File: config.mk
export PLATFORM = sky130hd
export DESIGN_NAME = bram_dma_copier
export DESIGN_NICKNAME = d
export VERILOG_FILES = /design/src/rtl/bram_dma_copier.sv
export SDC_FILE = /design/constraint.sdc
export NUM_CORES = 1
export LEC_CHECK = 0
export CORE_ASPECT_RATIO = 1.75
export CORE_MARGIN = 5
export CORE_UTILIZATION = 45
export DETAILED_ROUTE_END_ITERATION = 10
export DONT_BUFFER_PORTS = 1
export PLACE_DENSITY = 0.63
export SETUP_SLACK_MARGIN = 0.4
export SLEW_MARGIN = 10
export SYNTH_ARGS = -nofsm -noshare
export SYNTH_HDL_FRONTEND = slang
export SYNTH_SLANG_ARGS = --single-unit
File: constraint.sdc
create_clock -name clk -period 3.71 [get_ports clk]
set_input_delay 0.371 -clock clk [delete_from_list [all_inputs] [get_ports clk]]
set_output_delay 0.371 -clock clk [all_outputs]
set_load 0.01 [all_outputs]
File: src/rtl/bram_dma_copier.sv
// Byte-at-a-time memmove engine driving one single-port BRAM through its cs/we/dr handshake.
// Direction is chosen at start so overlapping source/destination ranges copy correctly.
module bram_dma_copier #(
  parameter int ADDR_W  = 16,
  parameter int DATA_W  = 8,
  parameter int TIMEOUT = 15
) (
  input  logic              clk,
  input  logic              rst_n,
  input  logic              start,
  input  logic              abort,
  input  logic [ADDR_W-1:0] src_addr,
  input  logic [ADDR_W-1:0] dst_addr,
  input  logic [ADDR_W:0]   len,
  output logic              busy,
  output logic              done,
  output logic              err,
  output logic              ram_cs,
  output logic              ram_we,
  output logic [ADDR_W-1:0] ram_addr,
  output logic [DATA_W-1:0] ram_dout,
  input  logic [DATA_W-1:0] ram_din,
  input  logic              ram_dr
);

  localparam int CNT_W = $clog2(TIMEOUT + 1);

  typedef enum logic [2:0] {
    S_IDLE, S_RD_REQ, S_RD_WAIT, S_WRITE, S_GAP, S_DONE
  } state_t;

  state_t              r_state, w_state;
  logic [ADDR_W-1:0]   r_src, w_src;
  logic [ADDR_W-1:0]   r_dst, w_dst;
  logic [ADDR_W:0]     r_rem, w_rem;
  logic [CNT_W-1:0]    r_cnt, w_cnt;
  logic [DATA_W-1:0]   r_data, w_data;
  logic                r_desc, w_desc;
  logic                r_err, w_err;
  logic                r_busy, w_busy;
  logic                r_done, w_done;
  logic                r_cs, w_cs;
  logic                r_we, w_we;
  logic [ADDR_W-1:0]   r_addr, w_addr;
  logic [DATA_W-1:0]   r_dout, w_dout;
  logic [ADDR_W-1:0]   w_diff;

  assign w_diff = dst_addr - src_addr;

  always_ff @(posedge clk or negedge rst_n) begin
    if (!rst_n) begin
      r_state <= S_IDLE;
      r_src   <= '0;
      r_dst   <= '0;
      r_rem   <= '0;
      r_cnt   <= '0;
      r_data  <= '0;
      r_desc  <= 1'b0;
      r_err   <= 1'b0;
      r_busy  <= 1'b0;
      r_done  <= 1'b0;
      r_cs    <= 1'b0;
      r_we    <= 1'b0;
      r_addr  <= '0;
      r_dout  <= '0;
    end else begin
      r_state <= w_state;
      r_src   <= w_src;
      r_dst   <= w_dst;
      r_rem   <= w_rem;
      r_cnt   <= w_cnt;
      r_data  <= w_data;
      r_desc  <= w_desc;
      r_err   <= w_err;
      r_busy  <= w_busy;
      r_done  <= w_done;
      r_cs    <= w_cs;
      r_we    <= w_we;
      r_addr  <= w_addr;
      r_dout  <= w_dout;
    end
  end

  always_comb begin
    w_state = r_state;
    w_src   = r_src;
    w_dst   = r_dst;
    w_rem   = r_rem;
    w_cnt   = r_cnt;
    w_data  = r_data;
    w_desc  = r_desc;
    w_err   = r_err;

    case (r_state)
      S_IDLE: begin
        if (start) begin
          w_err  = 1'b0;
          w_rem  = len;
          w_desc = ({1'b0, w_diff} < len);
          // Descending copies start at the top of both ranges.
          if (w_desc) begin
            w_src = src_addr + len[ADDR_W-1:0] - ADDR_W'(1);
            w_dst = dst_addr + len[ADDR_W-1:0] - ADDR_W'(1);
          end else begin
            w_src = src_addr;
            w_dst = dst_addr;
          end
          w_state = (len == '0 || src_addr == dst_addr) ? S_DONE : S_RD_REQ;
        end
      end
      S_RD_REQ: begin
        w_cnt   = '0;
        w_state = S_RD_WAIT;
      end
      S_RD_WAIT: begin
        if (ram_dr) begin
          w_data  = ram_din;
          w_state = S_WRITE;
        end else if (r_cnt == CNT_W'(TIMEOUT - 1)) begin
          w_err   = 1'b1;
          w_state = S_DONE;
        end else begin
          w_cnt = r_cnt + CNT_W'(1);
        end
      end
      S_WRITE: begin
        w_src   = r_desc ? r_src - ADDR_W'(1) : r_src + ADDR_W'(1);
        w_dst   = r_desc ? r_dst - ADDR_W'(1) : r_dst + ADDR_W'(1);
        w_rem   = r_rem - (ADDR_W+1)'(1);
        w_state = (w_rem == '0) ? S_DONE : S_GAP;
      end
      S_GAP:   w_state = S_RD_REQ;
      S_DONE:  w_state = S_IDLE;
      default: w_state = S_IDLE;
    endcase

    if (abort && r_state != S_IDLE && r_state != S_DONE) begin
      w_err   = 1'b1;
      w_state = S_DONE;
    end

    // Bus outputs are registered from the next state so they line up with it.
    w_cs   = (w_state == S_RD_REQ) || (w_state == S_RD_WAIT) || (w_state == S_WRITE);
    w_we   = (w_state == S_WRITE);
    w_addr = (w_state == S_WRITE) ? w_dst : (w_cs ? w_src : r_addr);
    w_dout = (w_state == S_WRITE) ? w_data : r_dout;
    w_done = (w_state == S_DONE);
    w_busy = (w_state != S_IDLE);
  end

  assign busy     = r_busy;
  assign done     = r_done;
  assign err      = r_err;
  assign ram_cs   = r_cs;
  assign ram_we   = r_we;
  assign ram_addr = r_addr;
  assign ram_dout = r_dout;

endmodule

==> out/metrics.yaml <==
ant_nets: 0
synthCells: 1113
critPathSlowestCell: "a221o_1"
final_nets: 1388
core-area_um2: 20200
ys_seq_elements: 94
synth_cell_type_count: 74
async_flop_share_pct: 100.0
critPathArrivalTime_ps: 4460
synth.area.top_cells: "dfrtp_1, ha_1, inv_1"
yosysMostFrequentCell: "inv_1"
max_stage_delay_ps: 380
cp_cell_sequence: "inv_12 > ha_4 > fa_2 > nor2b_2 > o21ai_2 > a21boi_2 > o21ai_2 > a21boi_2 > o211ai_1 > nand2_1 > nor4b_2 > a211o_1 > ha_4 > a21o_1 > a211oi_2 > a221o_1 > a31oi_4 > buf_12 > a21oi_2 > a221o_1 > mux2_4 > mux2_4"
yosys.area.top_type: "dfrtp_1"
final_hold_viol_count: 0
critPathMaxFanout: 7
syn_area_per_cell_um2: 8.213
dr.pass1.iters: 6
rsz0062_at_grt: "yes"
total_leakage_power_nw: 5.035
hp-start: "len[3]"
tightest_slew_ps: 787.0
hold_ws_ps: 127.2
synth_enable_flop_cells: 0
fin_area_um2: 10830
synth-seq-area-share_pct: 25.73
final_max_slew_viol_count: 0
startpoint: "dst_addr[0]"
period_share_pct: 113.9
grt_first_pass_wirelength_mm: 44.21
yosysTopAreaCellShare_pct: 25.73
placed_cell_area_um2: 9995
violations: "setup timing"
rows: 69
hp-class: "primary input to flop"
initial_core_util_pct: 45.25
vias_per_cell: 5.944
synth_area_um2: 9141
fmax_mhz: 236.6
grt_pass1_vias: 8762
port_buffers: 0
cts_tree: "done"
crit_path_end_kind: "flop"
routed-via-count: 8649
power_density_nw_per_um2: 748.8
crit_buf_inv: 2
grt-ovfl-total: 0
synth_warnings: 0
relSlewSlack_pct: 47.53
drt_iter0_markers: 458
ios: 91
gp_congestion: 0.9132
grt_max_degree: 95
cts-root-buf: "clkbuf_16"
die_height_um: 198.5
grt_antenna_before_repair: 1
route.detailed.drc: 0
synth_flop_cell: "dfrtp_1"
syn_to_final_growth_pct: 18.52
synth_commonest_cells: "inv_1, ha_1, dfrtp_1"
finalWirelength_mm: 28.51
grt_use_total_pct: 23.72
ir_drop_mv: 0.4418
clk_path_buf_depth: 2
drive_above_1_share_pct: 17.16
place_ws_ps: -1025
crit_type: "primary input to flop"
syn_nets: 1300
rr_startpoint: "r_desc"
die_area_um2: 23380
startpoint_type: "primary input"
setup_viol: 47
min_period_ps: 4226
status: "finished, violations left"
clkSlewWorstSetupHoldPaths_ps: 80
critPathTopFamily: "compound AO/OA/AOI/OAI gates"
die_w_um: 117.7
clock_skew_ps: 11.36
fin_total_pwr_mw: 8.112
fin_ws_ps: -516.3
wl_per_cell_um: 19.60
cts_sinks: 94
maxCapViolations: 0
htreeDepth: 3
clk_latency_ps: 360
numCtsBuffers: 9
crit_required_ps: 3950
hpwl_mm: 22.35
sequential cells by signal, indices dropped and copies added (netlist names):
register  flops
ram_we        1
r_rem        17
r_cnt         4
ram_addr     16
busy          1
r_state       3
err           1
r_desc        1
r_dst        16
r_data        8
r_src        16
ram_cs        1
done          1
ram_dout      8
layout make-up:
class	instances	area, um2
antenna	1	2.502
clock buffer	11	242.7
clock inverter	5	41.29
fill	1948	9368
inverter	131	504.2
multi-input combinational	854	6416
sequential	94	2352
tap	248	310.3
timing repair buffer	111	964.7
layout by cell type (no fill, tap or decap), types with 5 or more instances in the layout:
cell       instances
a211oi_1          12
a21boi_2           5
a21o_1            23
a21oi_1           63
a21oi_2            6
a221o_1           13
a22oi_1           14
a31oi_1           11
and2_1             5
buf_4             95
buf_6              9
clkbuf_16         10
dfrtp_1           94
ha_1             116
inv_1            129
mux2_2            16
mux2i_1           16
nand2_1           86
nand2b_1           8
nand3_1           25
nand3b_1           5
nand4_1            9
nor2_1            81
nor2_2             5
nor2b_1            8
nor3_1            29
nor4_1            10
o211ai_1          11
o21a_1             9
o21ai_0           73
o21ai_1           14
o21ai_2            5
o21bai_1           7
o221ai_1          14
or2_2              5
or3_1              6
xnor2_1           32
xor2_1            27
routing by layer:
layer | global-route usage, % | part of all wire, % | vias up
li1 | - | - | 4185
met1 | 23.92 | 37 | 4116
met4 | 17.01 | 8.1 | 0
met3 | 3.727 | 4.8 | 96
met5 | 0 | 0 | -
met2 | 43.95 | 51 | 252
final timing paths:
check	endpoint	slack, ps	cells after the start
hold reg to reg	r_data[7]	490	1
min in group asynchronous	r_dst[8]	650	2
setup / recovery	ram_addr[3]	-520	22
setup reg to reg	ram_addr[13]	360	11
hold / removal	r_rem[3]	130	2
max in group asynchronous	ram_we	2670	2
kinds of logic after synthesis:
logic type,after synthesis,synth area share [%]
AOI/OAI and AO/OA,328,23.94
xor gates and xnor gates,60,5.749
adders and majority gates,125,17.52
buffers and inverters,165,7.090
DFF,94,25.73
muxes,38,4.407
and+or+nand+nor,303,15.56
stage by stage:
stage                     TNS [ps]  instances  utilization (%)
after floorplan              -9225       1113                -
after global placement      -33150       1410            49.47
after detailed placement    -34590       1410            49.47
after CTS                   -12240       1447            52.33
after global routing        -18650       1455            53.63
final                       -11760       1455            53.63
timing repair:
item / 4_1_cts / 5_1_grt
buffers inserted: 18 / 6
endpoints found under the hold margin: 94 / 0
gates resized for setup: 30 / 39
gates cloned: 1 / 1
endpoints found under the setup margin: 49 / 49
hold buffers: 2 / 0
pin swaps: 18 / 24
report_power, final:
group	internal (mW)	total, mW	switching, mW
sequential	1.51	2.02	0.507
clock	0.480	0.917	0.437
combinational	2.29	5.18	2.89
(Power assumes the default switching activity.)
